===== src/rtl/bp_pkg.sv =====
// Shared encodings and the 2-bit saturating counter step for the bimodal predictor.
package bp_pkg;

    localparam int CTR_W = 2;

    localparam logic [CTR_W-1:0] SNT     = 2'b00;
    localparam logic [CTR_W-1:0] WNT     = 2'b01;
    localparam logic [CTR_W-1:0] WT      = 2'b10;
    localparam logic [CTR_W-1:0] ST      = 2'b11;
    localparam logic [CTR_W-1:0] CTR_RST = WNT;

    function automatic logic [CTR_W-1:0] sat_update(input logic [CTR_W-1:0] ctr,
                                                    input logic             taken);
        logic [CTR_W-1:0] nxt;
        nxt = ctr;
        if (taken) begin
            if (ctr != ST) nxt = ctr + CTR_W'(1);
        end else begin
            if (ctr != SNT) nxt = ctr - CTR_W'(1);
        end
        return nxt;
    endfunction

endpackage


===== src/rtl/bp_counter_table.sv =====
// Flop array of 2-bit counters: one async read port, one sync read-modify-write port.
module bp_counter_table
    import bp_pkg::*;
#(
    parameter int IDX_W = 6
) (
    input  logic             clk_i,
    input  logic             rst_i,
    input  logic [IDX_W-1:0] rd_idx,
    output logic [CTR_W-1:0] rd_ctr,
    input  logic             wr_en,
    input  logic [IDX_W-1:0] wr_idx,
    input  logic             wr_taken
);

    localparam int DEPTH = 1 << IDX_W;

    logic [CTR_W-1:0] mem [DEPTH];

    assign rd_ctr = mem[rd_idx];

    // The write port takes the outcome rather than a value, so the saturating
    // step happens here against the stored entry.
    always_ff @(posedge clk_i or posedge rst_i) begin
        if (rst_i) begin
            for (int i = 0; i < DEPTH; i++) mem[i] <= CTR_RST;
        end else if (wr_en) begin
            mem[wr_idx] <= sat_update(mem[wr_idx], wr_taken);
        end
    end

endmodule


===== src/rtl/branch_predictor_bht.sv =====
// Bimodal BHT: zero-latency lookup with write-through bypass, EX-side training and stats.
module branch_predictor_bht
    import bp_pkg::*;
#(
    parameter int IDX_W = 6,
    parameter int PC_W  = 32,
    parameter int CNT_W = 16
) (
    input  logic             clk_i,
    input  logic             rst_i,
    input  logic             fetch_valid_i,
    input  logic [PC_W-1:0]  fetch_pc_i,
    output logic             pred_taken_o,
    output logic             pred_valid_o,
    input  logic             upd_valid_i,
    input  logic [PC_W-1:0]  upd_pc_i,
    input  logic             upd_taken_i,
    input  logic             upd_pred_i,
    output logic             mispredict_o,
    output logic [CNT_W-1:0] branch_cnt_o,
    output logic [CNT_W-1:0] miss_cnt_o
);

    logic [IDX_W-1:0] fetch_idx;
    logic [IDX_W-1:0] upd_idx;
    logic [CTR_W-1:0] rd_ctr;
    logic [CTR_W-1:0] fwd_ctr;
    logic             same_idx;
    logic             miss;
    logic             unused_pc_bits;

    assign fetch_idx = fetch_pc_i[IDX_W+1:2];
    assign upd_idx   = upd_pc_i[IDX_W+1:2];

    // No tag: PCs that alias onto one index deliberately share a counter.
    assign unused_pc_bits = ^{fetch_pc_i[PC_W-1:IDX_W+2], fetch_pc_i[1:0],
                              upd_pc_i[PC_W-1:IDX_W+2], upd_pc_i[1:0]};

    bp_counter_table #(.IDX_W(IDX_W)) u_table (
        .clk_i    (clk_i),
        .rst_i    (rst_i),
        .rd_idx   (fetch_idx),
        .rd_ctr   (rd_ctr),
        .wr_en    (upd_valid_i),
        .wr_idx   (upd_idx),
        .wr_taken (upd_taken_i)
    );

    // Same-cycle train of the looked-up entry: forward the value it is about to take.
    assign same_idx = upd_valid_i && (upd_idx == fetch_idx);
    assign fwd_ctr  = same_idx ? sat_update(rd_ctr, upd_taken_i) : rd_ctr;

    assign pred_valid_o = fetch_valid_i & ~rst_i;
    assign pred_taken_o = pred_valid_o & fwd_ctr[1];

    assign miss = upd_pred_i ^ upd_taken_i;

    always_ff @(posedge clk_i or posedge rst_i) begin
        if (rst_i) begin
            mispredict_o <= 1'b0;
            branch_cnt_o <= '0;
            miss_cnt_o   <= '0;
        end else if (upd_valid_i) begin
            mispredict_o <= miss;
            if (branch_cnt_o != '1) branch_cnt_o <= branch_cnt_o + CNT_W'(1);
            if (miss && (miss_cnt_o != '1)) miss_cnt_o <= miss_cnt_o + CNT_W'(1);
        end
    end

endmodule


===== config.mk =====
export PLATFORM = sky130hd
export DESIGN_NAME = branch_predictor_bht
export DESIGN_NICKNAME = d
export VERILOG_FILES = /design/src/rtl/bp_pkg.sv /design/src/rtl/bp_counter_table.sv /design/src/rtl/branch_predictor_bht.sv
export SDC_FILE = /design/constraint.sdc
export NUM_CORES = 1
export LEC_CHECK = 0
export CAP_MARGIN = 20
export CORE_UTILIZATION = 61
export DETAILED_ROUTE_END_ITERATION = 16
export PLACE_DENSITY = 0.86
export SLEW_MARGIN = 25
export SYNTH_ARGS = -nofsm -noshare
export SYNTH_HDL_FRONTEND = slang
export SYNTH_SLANG_ARGS = --single-unit

===== constraint.sdc =====
create_clock -name clk_i -period 13.95 [get_ports clk_i]
set_input_delay 2.79 -clock clk_i [delete_from_list [all_inputs] [get_ports clk_i]]
set_output_delay 2.79 -clock clk_i [all_outputs]
set_load 0.005 [all_outputs]

==> results of run 1 <==
==> registers in the layout (all words and copies together), names as in the netlist <==
signal	count
u_table.mem	128
branch_cnt_o	16
mispredict_o	1
miss_cnt_o	16
==> through the flow <==
step | instance area [um2] | hold WS, ns | power (mW) | worst slack, ns | std cells
floorplan | 8920 | 0.447 | 0.781 | 6.45 | 800
global placement | 9430 | 0.458 | 0.863 | 5.08 | 991
detailed placement | 9440 | 0.464 | 0.881 | 5.02 | 991
CTS | 10000 | 0.472 | 1.34 | 5.01 | 1023
global route | 10000 | 0.484 | 1.39 | 5.19 | 1023
finish | 10000 | 0.477 | 1.34 | 5.38 | 1023
==> routing by layer <==
layer / track usage [%] / wire [um] / part of all wire (%)
met4: 13.9 / 681 / 3.0
met3: 8.95 / 2190 / 9.8
met2: 52.2 / 11000 / 49
met5: 0 / 0 / 0
met1: 39.6 / 8600 / 38
==> worst paths after layout <==
kind,start,end,cells past startpoint
setup reg to reg,u_table.mem[91]$_DFFE_PP0P_,u_table.mem[69]$_DFFE_PP0P_,7
min in group asynchronous,rst_i,u_table.mem[31]$_DFFE_PP0P_,2
hold / removal,u_table.mem[34]$_DFFE_PP1P_,u_table.mem[34]$_DFFE_PP1P_,2
setup / recovery,fetch_pc_i[3],pred_taken_o,10
hold reg to reg,u_table.mem[34]$_DFFE_PP1P_,u_table.mem[34]$_DFFE_PP1P_,2
max in group asynchronous,rst_i,u_table.mem[49]$_DFFE_PP0P_,3
==> worst max-delay path: cells and delay by family <==
family                 cells  cell delay, ns
AND/OR/NAND/NOR            3            0.71
AO/OA/AOI/OAI              3            0.54
buffers and inverters      4            1.73
==> power breakdown <==
group / internal [mW] / leakage (nW) / switching [mW] / total [mW]
Clock: 0.261 / 0.280 / 0.195 / 0.455
Combinational: 0.134 / 1.86 / 0.122 / 0.256
Sequential: 0.556 / 1.96 / 0.0681 / 0.624
Total: 0.950 / 4.10 / 0.385 / 1.34
==> final cells by class <==
cell class,instances,area [um2]
clock inverters,11,104
well taps,180,225
clock buffers,21,470
multi-input cells,578,4510
repair buffers,60,558
inverters,12,50.0
fillers,939,4070
flip-flops and latches,161,4110
==> cells in the mapped netlist (3+ instances only) <==
master and n:
nand2_1 170, dfrtp_1 97, mux2_2 75, o21ai_0 67
dfstp_2 64, mux4_2 44, nor2_1 27, xnor2_1 21
mux2i_1 20, clkbuf_1 19, xor2_1 14, nand3_1 13
inv_1 11, buf_2 10, nand4_1 9, a21oi_1 8
nor2b_1 8, buf_1 7, buf_6 7, o21ai_1 7
nor3_1 6, a221oi_1 5, and4_1 5, nand2b_1 5
nor3b_1 5, a22oi_1 4, a31oi_1 4, and3_1 4
buf_4 4, mux4_1 4, nand3b_1 4, o211ai_1 4
a211oi_1 3, a22o_1 3, o22ai_1 3, o2bb2ai_1 3
==> kinds of logic after synthesis <==
| family | Yosys count |
|---|---|
| AO/OA/AOI/OAI | 128 |
| AND/OR/NAND/NOR | 268 |
| XOR/XNOR | 35 |
| multiplexers | 143 |
| adder cells (fa/ha/maj) | 4 |
| buffers and inverters | 61 |
| flip-flops | 161 |
==> metrics.yaml, run 1 <==
yosys:
  synth_cell_types: 64
  synth-compound-area-share_pct: 8.83
  avgSynthCellArea_um2: 11.1
  synthTopCellsByArea: "dfrtp_1 (27%), dfstp_2 (19%), mux4_2 (11%)"
  synthAdderAreaFrac_pct: 0.561
  ys_seq_area_share_pct: 46.1
  synth-xor-area-share_pct: 3.44
  netlist.area_leader.share_pct: 27.2
  synth_ff_type: "dfrtp_1"
  async_flop_share_pct: 100
  netlist_area_um2: 8920
  synth_edf_count: 0
  yosysWarnings: 0
  synth_top_family_by_area: "multiplexers"
  synth-seq-cells: 161
  synth_largest_area_cell: "dfrtp_1"
  syn_inst: 800
  synthMuxAreaShare_pct: 24.0
  syn_nets: 872
  synth-simple-area-share_pct: 13.4
worst_setup_path:
  slowest_delay_ns: 0.56
  cp.required_ns: 11.16
  endpoint_kind: "primary output"
  crit_fanout: 33
  crit_chain: "clkdlybuf4s50_1, buf_4, inv_1, and3_1, o41ai_1, a211oi_1, nor2_1, o22ai_1, nor4b_1, clkdlybuf4s50_1"
  crit_top_cell: "clkdlybuf4s50_1"
  cp-start-kind: "primary input"
  crit_arrival_ns: 5.78
  crit_slowest_cell: "clkdlybuf4s50_1"
  ff2ff_setup_slack_ns: 11.04
  worstSetupPathType: "primary input to primary output"
sta:
  rsz0062_at_grt: "false"
  tightest_slew_ns: 1.12
  setup_viol: 0
  finalHoldViolations: 0
  final_max_slew_viol_count: 0
  finalSetupTns_ns: 0
  fin_crit_ns: 8.57
  period_share_pct: 61.5
  slew_headroom_pct: 25.4
  max_freq_mhz: 117
  skew_ns: 0.00773
power:
  leakagePower_nw: 4.10
  power_density_nw_per_um2: 133
  vdd_ir_drop_max_mv: 0.108
clocking:
  clock_latency_ns: 0.43
  clkSinkCount: 161
  cts_root_buffer: "clkbuf_16"
  cts_tree: "yes"
  cts-htree-levels: 4
  holdBufCountCts: 0
  clkSlewWorstSetupHoldPaths_ns: 0.07
  post_cts_buffers: 0
  ctsResizeCount: 0
  cts_buffer_depth: 2
  numCtsBuffers: 17
final_layout:
  drive_above_1_share_pct: 28.8
  layout_common_cells: "nand2_1 (170), dfrtp_1 (97), mux2_2 (75)"
  diodes: 0
  layout_commonest_cell: "nand2_1"
  area_growth_pct: 12.4
  fin_util_pct: 71.1
  final_nets: 902
grt:
  grt_max_degree: 101
  grt_pass1_wl_um: 35600
  grt_usage_pct: 31.9
  antenna_found_initial: 0
  grt_pass1_vias: 6874
  gr-total-overflow: 0
floorplan:
  die_area_um2: 15100
  die_x_um: 123
  io_pins: 105
  core-area_um2: 14100
  die_h_um: 123
  start_util_pct: 63.3
  core.rowCount: 43
placed_design:
  gp_congestion: 0.924
  portBuffers: 52
  dp_hpwl_um: 14400
routing:
  wl_per_cell_um: 22.0
  wl_um: 22500
  num_vias: 6816
  vias_per_cell: 6.66
  ant_nets: 0
  first_iter_violations: 808
  drt_pass1_iterations: 5
  drcViolationCount: 0
worst_hold_path:
  hold_path_class: "flop to flop"
status:
  outcome: "complete, no violations"
flow_run:
  cap_violations: 0
Power figures use the tool's default switching activity.
==> inputs of run 2 (changes only) <==
--- a/config.mk
+++ b/config.mk
@@ -6,9 +6,9 @@
 export NUM_CORES = 1
 export LEC_CHECK = 0
 export CAP_MARGIN = 20
-export CORE_UTILIZATION = 61
+export CORE_UTILIZATION = 51
 export DETAILED_ROUTE_END_ITERATION = 16
-export PLACE_DENSITY = 0.86
+export PLACE_DENSITY = 0.77
 export SLEW_MARGIN = 25
 export SYNTH_ARGS = -nofsm -noshare
 export SYNTH_HDL_FRONTEND = slang
==> constraint.sdc (replaced) <==
create_clock -name clk_i -period 6.9 [get_ports clk_i]
set_input_delay 1.38 -clock clk_i [delete_from_list [all_inputs] [get_ports clk_i]]
set_output_delay 1.38 -clock clk_i [all_outputs]
set_load 0.005 [all_outputs]
==> run 2 against run 1 <==
Against the previous run:
- via count fell by 0.76%
- non-clock buffer count increased by 4
- hold slack got worse by 0.0042 ns
- setup slack lost 4.4 ns
- cell count increased by 4.3%
- register-to-register slack worse by 7.4 ns
- combinational power up 100%
- critical path type unchanged
- largest cell class unchanged
- highest routed layer unchanged
==> metrics.yaml, run 2 (synthesis results as in run 1) <==
power:
  power_density_nw_per_um2: 273
  combPwrFrac_pct: 18.6
  leakagePower_nw: 4.13
  vdd_ir_drop_max_mv: 0.190
  pwr-share-seq_pct: 45.5
  power_switching_uw: 797
  swShare_pct: 28.7
  p_int_mw: 1.98
  p_clk_share_pct: 35.9
clocking:
  clock_latency_ns: 0.44
  numCtsBuffers: 17
  holdBufCountCts: 0
  cts_tree: "yes"
  clkSinkCount: 161
  cts_buffer_depth: 2
  post_cts_buffers: 0
  cts_root_buffer: "clkbuf_16"
  clkSlewWorstSetupHoldPaths_ns: 0.06
  ctsResizeCount: 0
  cts-htree-levels: 4
sta:
  rsz0062_at_grt: "false"
  max_freq_mhz: 170
  skew_ns: 0.00819
  worst_slack_ns: 1.01
  finalHoldViolations: 0
  tightest_slew_ns: 1.08
  setup_viol: 0
  period_share_pct: 85.4
  finalSetupTns_ns: 0
  final_max_slew_viol_count: 0
  slew_headroom_pct: 27.9
  fin_crit_ns: 5.89
worst_hold_path:
  hold_path_class: "flop to flop"
  hp-start: "u_table.mem[76]$_DFFE_PP1P_"
  whs_path_depth: 2
  whs_endpoint: "u_table.mem[76]$_DFFE_PP1P_"
grt:
  grt_usage_pct: 27.0
  grt_pass1_vias: 6803
  grt_pass1_wl_um: 36900
  antenna_found_initial: 0
  gr-total-overflow: 0
  grt_max_degree: 79
worst_setup_path:
  reg2reg_from: "u_table.mem[91]$_DFFE_PP0P_"
  crit_fanout: 15
  slowest_delay_ns: 1.03
  rr_worst_depth: 8
  crit_arrival_ns: 4.51
  endpoint_kind: "primary output"
  r2r_end: "u_table.mem[54]$_DFFE_PP1P_"
  ff2ff_setup_slack_ns: 3.67
  cp-start-kind: "primary input"
  crit_chain: "clkdlybuf4s50_1, inv_2, mux2i_1, a221oi_1, o211ai_1, o211ai_1, o22ai_1, nor4b_1, clkdlybuf4s50_1"
  crit_slowest_cell: "clkdlybuf4s50_1"
  cp.required_ns: 5.52
  worstSetupPathType: "primary input to primary output"
final_layout:
  top_register: "u_table.mem"
  fillCellCount: 1358
  final_area_um2: 10100
  largest_reg_flops: 128
  area_growth_pct: 13.8
  top_regs: "u_table.mem: 128 flops, branch_cnt_o: 16 flops, miss_cnt_o: 16 flops"
  fin_util_pct: 60.3
  layout_commonest_cell: "nand2_1"
  diodes: 0
  drive_above_1_share_pct: 29.3
  layout_common_cells: "nand2_1 (170), dfrtp_1 (97), mux2_2 (75)"
  final_nets: 906
placed_design:
  portBuffers: 52
  dp_hpwl_um: 14700
  pre_cts_slack_ns: 1.04
  placed_area_um2: 9520
  gp_congestion: 0.888
floorplan:
  start_util_pct: 53.0
  core-area_um2: 16800
  io_pins: 105
  die_x_um: 134
  die_h_um: 134
  die_area_um2: 18000
  core.rowCount: 47
status:
  outcome: "complete, no violations"
routing:
  num_vias: 6764
  wl_um: 22800
  ant_nets: 0
  wl_per_cell_um: 21.4
  vias_per_cell: 6.34
  drt_pass1_iterations: 5
  drcViolationCount: 0
  first_iter_violations: 581
flow_run:
  cap_violations: 0
## run 2: cell count changes in the layout (fill, tap and decap cells not counted), moves of 2 or more
cell | previous run | this run
inv_6 | 4 | 6
buf_4 | 9 | 11
clkinv_2 | 3 | 1
clkbuf_8 | 3 | 1
bufinv_16 | 1 | 3
buf_6 | 0 | 2
## run 2: layer usage
metal / part of all wire [%] / global-route usage (%)
met1: 41 / 35.5
met2: 47 / 42.1
met3: 8.8 / 6.92
met4: 3.3 / 12.4
met5: 0 / 0
## run 2: per-stage QoR
stage	hold slack [ns]	cells	power, mW
6_report	0.473	1067	2.78
5_1_grt	0.491	1067	2.89
4_1_cts	0.474	1067	2.78
3_5_place_dp	0.465	1035	1.78
3_3_place_gp	0.460	1035	1.76
2_1_floorplan	0.447	800	1.58
## run 2: final cells by class
class / count / area [um2] / share of cell area [%]
inverters: 12 / 50.0 / 0.493
clock buffers: 18 / 439 / 4.33
well taps: 220 / 275 / 2.71
flip-flops and latches: 161 / 4110 / 40.5
multi-input cells: 578 / 4500 / 44.4
repair buffers: 64 / 596 / 5.87
clock inverters: 14 / 179 / 1.76
## run 2: power by group through the flow
stage / logic (mW) / clock network (mW) / registers, mW
CTS: 0.516 / 1.00 / 1.26
global placement: 0.497 / 0 / 1.26
global route: 0.565 / 1.04 / 1.28
detailed placement: 0.513 / 0 / 1.27
floorplan: 0.353 / 0 / 1.23
finish: 0.518 / 0.995 / 1.26
## run 2: worst max-delay path by stage
| stage | endpoint | slack [ns] | start | cells past startpoint |
|---|---|---|---|---|
| 6_report | pred_taken_o | 1.01 | fetch_pc_i[5] | 9 |
| 5_1_grt | pred_taken_o | 0.76 | fetch_pc_i[5] | 9 |
| 4_1_cts | pred_taken_o | 1.02 | fetch_pc_i[5] | 9 |
| 3_5_place_dp | pred_taken_o | 1.04 | fetch_pc_i[5] | 9 |
| 3_3_place_gp | pred_taken_o | 1.07 | fetch_pc_i[5] | 9 |
| 2_1_floorplan | branch_cnt_o[0]$_DFFE_PP0P_ | 1.28 | rst_i | 1 |
## run 2: critical path, delay by kind of cell
family,cells,cell delay (ns)
buffers and inverters,3,1.87
and+or+nand+nor,1,0.31
AOI/OAI and AO/OA,4,0.73
muxes,1,0.22
==> inputs of run 3 (changes only) <==
--- a/config.mk
+++ b/config.mk
@@ -6,9 +6,8 @@
 export NUM_CORES = 1
 export LEC_CHECK = 0
 export CAP_MARGIN = 20
-export CORE_UTILIZATION = 51
+export CORE_UTILIZATION = 33
 export DETAILED_ROUTE_END_ITERATION = 16
-export PLACE_DENSITY = 0.77
 export SLEW_MARGIN = 25
 export SYNTH_ARGS = -nofsm -noshare
 export SYNTH_HDL_FRONTEND = slang
==> run 3 against run 2 <==
Against the previous run:
- the run now ends with design-rule violations left
- final area up 1.2%
- cell count up 11%
- total power down 0.98%
- die area up 54%
- first-iteration DRC count down 12%
- register-to-register slack better by 0.25 ns
- non-clock buffer count up 3
- critical path depth up 1
- clock skew up 0.0021 ns
- clock power down 2.6%
- critical path type unchanged
==> metrics.yaml, run 3 (synthesis results as in run 1) <==
sta:
  setup_viol: 0
  skew_ns: 0.0103
  finalSetupTns_ns: 0
  whs_ns: 0.479
  final_max_slew_viol_count: 0
  worst_slack_ns: 1.04
  slew_headroom_pct: 24.8
  tightest_slew_ns: 1.12
  finalHoldViolations: 0
  period_share_pct: 84.9
  max_freq_mhz: 171
  rsz0062_at_grt: "false"
  fin_crit_ns: 5.86
final_layout:
  layout_commonest_cell: "nand2_1"
  diodes: 0
  largest_reg_flops: 128
  top_regs: "u_table.mem: 128 flops, branch_cnt_o: 16 flops, miss_cnt_o: 16 flops"
  top_register: "u_table.mem"
  area_growth_pct: 15.2
  layout_common_cells: "nand2_1 (170), dfrtp_1 (97), mux2_2 (75)"
  fin_util_pct: 39.1
  final_nets: 909
  drive_above_1_share_pct: 29.1
clocking:
  clock_latency_ns: 0.44
  cts_tree: "yes"
  numCtsBuffers: 17
  cts-htree-levels: 4
  ctsResizeCount: 0
  clkSinkCount: 161
  cts_buffer_depth: 2
  clkSlewWorstSetupHoldPaths_ns: 0.06
  cts_root_buffer: "clkbuf_16"
  post_cts_buffers: 0
  holdBufCountCts: 0
routing:
  wl_per_cell_um: 20.2
  num_vias: 6506
  vias_per_cell: 5.49
  first_iter_violations: 511
  drcViolationCount: 2
  ant_nets: 0
  wl_um: 24000
  drt_pass1_iterations: 12
floorplan:
  io_pins: 105
  die_area_um2: 27700
  core-area_um2: 26300
  start_util_pct: 33.9
  die_x_um: 166
  die_h_um: 166
  core.rowCount: 59
grt:
  grt_pass1_wl_um: 38000
  antenna_found_initial: 0
  grt_max_degree: 108
  grt_pass1_vias: 6481
  gr-total-overflow: 0
  grt_usage_pct: 17.9
power:
  p_clk_share_pct: 35.2
  leakagePower_nw: 4.13
  vdd_ir_drop_max_mv: 0.151
  power_mw: 2.75
  power_switching_uw: 805
  pwr-share-seq_pct: 45.9
  power_density_nw_per_um2: 267
  combPwrFrac_pct: 18.9
  swShare_pct: 29.3
  p_int_mw: 1.94
placed_design:
  portBuffers: 52
  dp_hpwl_um: 15600
  pre_cts_slack_ns: 1.05
  gp_congestion: 0.814
worst_setup_path:
  endpoint_kind: "primary output"
  cp.required_ns: 5.52
  cp-start-kind: "primary input"
  crit_fanout: 15
  worstSetupPathType: "primary input to primary output"
  crit_arrival_ns: 4.48
worst_hold_path:
  hold_path_class: "flop to flop"
status:
  outcome: "finished, violations left"
  violations: "design-rule violations"
flow_run:
  cap_violations: 0
## run 3: changes by cell type in the layout (fill, tap and decap cells not counted), moves of 2 or more
cell      delta
buf_6        -2
clkinv_4     +2
buf_4        +4
inv_6        -2
nor2_2       -2
nor2_1       +2
## run 3: final timing paths
check | start | endpoint | slack [ns] | cells past startpoint
max | fetch_pc_i[5] | pred_taken_o | 1.04 | 10
min | u_table.mem[68]$_DFFE_PP1P_ | u_table.mem[68]$_DFFE_PP1P_ | 0.48 | 2
max reg2reg | u_table.mem[91]$_DFFE_PP0P_ | u_table.mem[95]$_DFFE_PP0P_ | 3.92 | 7
min reg2reg | u_table.mem[68]$_DFFE_PP1P_ | u_table.mem[68]$_DFFE_PP1P_ | 0.48 | 2
max in group asynchronous | rst_i | u_table.mem[63]$_DFFE_PP0P_ | 4.12 | 3
min in group asynchronous | rst_i | u_table.mem[7]$_DFFE_PP0P_ | 1.54 | 2
## run 3: area by class of cell
type | instances | area [um2]
flip-flops and latches | 161 | 4110
clock buffers | 19 | 443
inverters | 12 | 52.6
well taps | 335 | 419
multi-input cells | 578 | 4490
fillers | 2551 | 16000
clock inverters | 13 | 153
repair buffers | 67 | 608
## run 3: power by group through the flow
stage          logic [mW]  clock network [mW]  registers, mW
2_1_floorplan       0.353                   0           1.23
3_3_place_gp        0.508                   0           1.27
3_5_place_dp        0.520                   0           1.27
4_1_cts             0.521               0.987           1.26
5_1_grt             0.564                1.03           1.28
6_report            0.519               0.969           1.26
## run 3: worst max-delay path, cell delays in order
cell and delay [ns]:
clkdlybuf4s50_1 0.72, buf_4 0.34, mux4_2 0.53, mux2i_1 0.18, a21oi_1 0.11, nor3_1 0.27, nor2_1 0.10, o22ai_1 0.29
nor4b_1 0.10, clkdlybuf4s50_1 0.46
## run 3: routing by layer
metal,track usage (%),vias up,wire length (um)
li1,-,2973,-
met3,3.74,27,1520
met2,27.7,225,11000
met5,0,-,0
met4,5.96,0,391
met1,24.9,3281,11100
## run 3: stage by stage
stage          instance area (um2)  instances
3_5_place_dp                  9680       1153
6_report                     10300       1185
4_1_cts                      10300       1185
3_3_place_gp                  9670       1153
2_1_floorplan                 8920        800
5_1_grt                      10300       1185
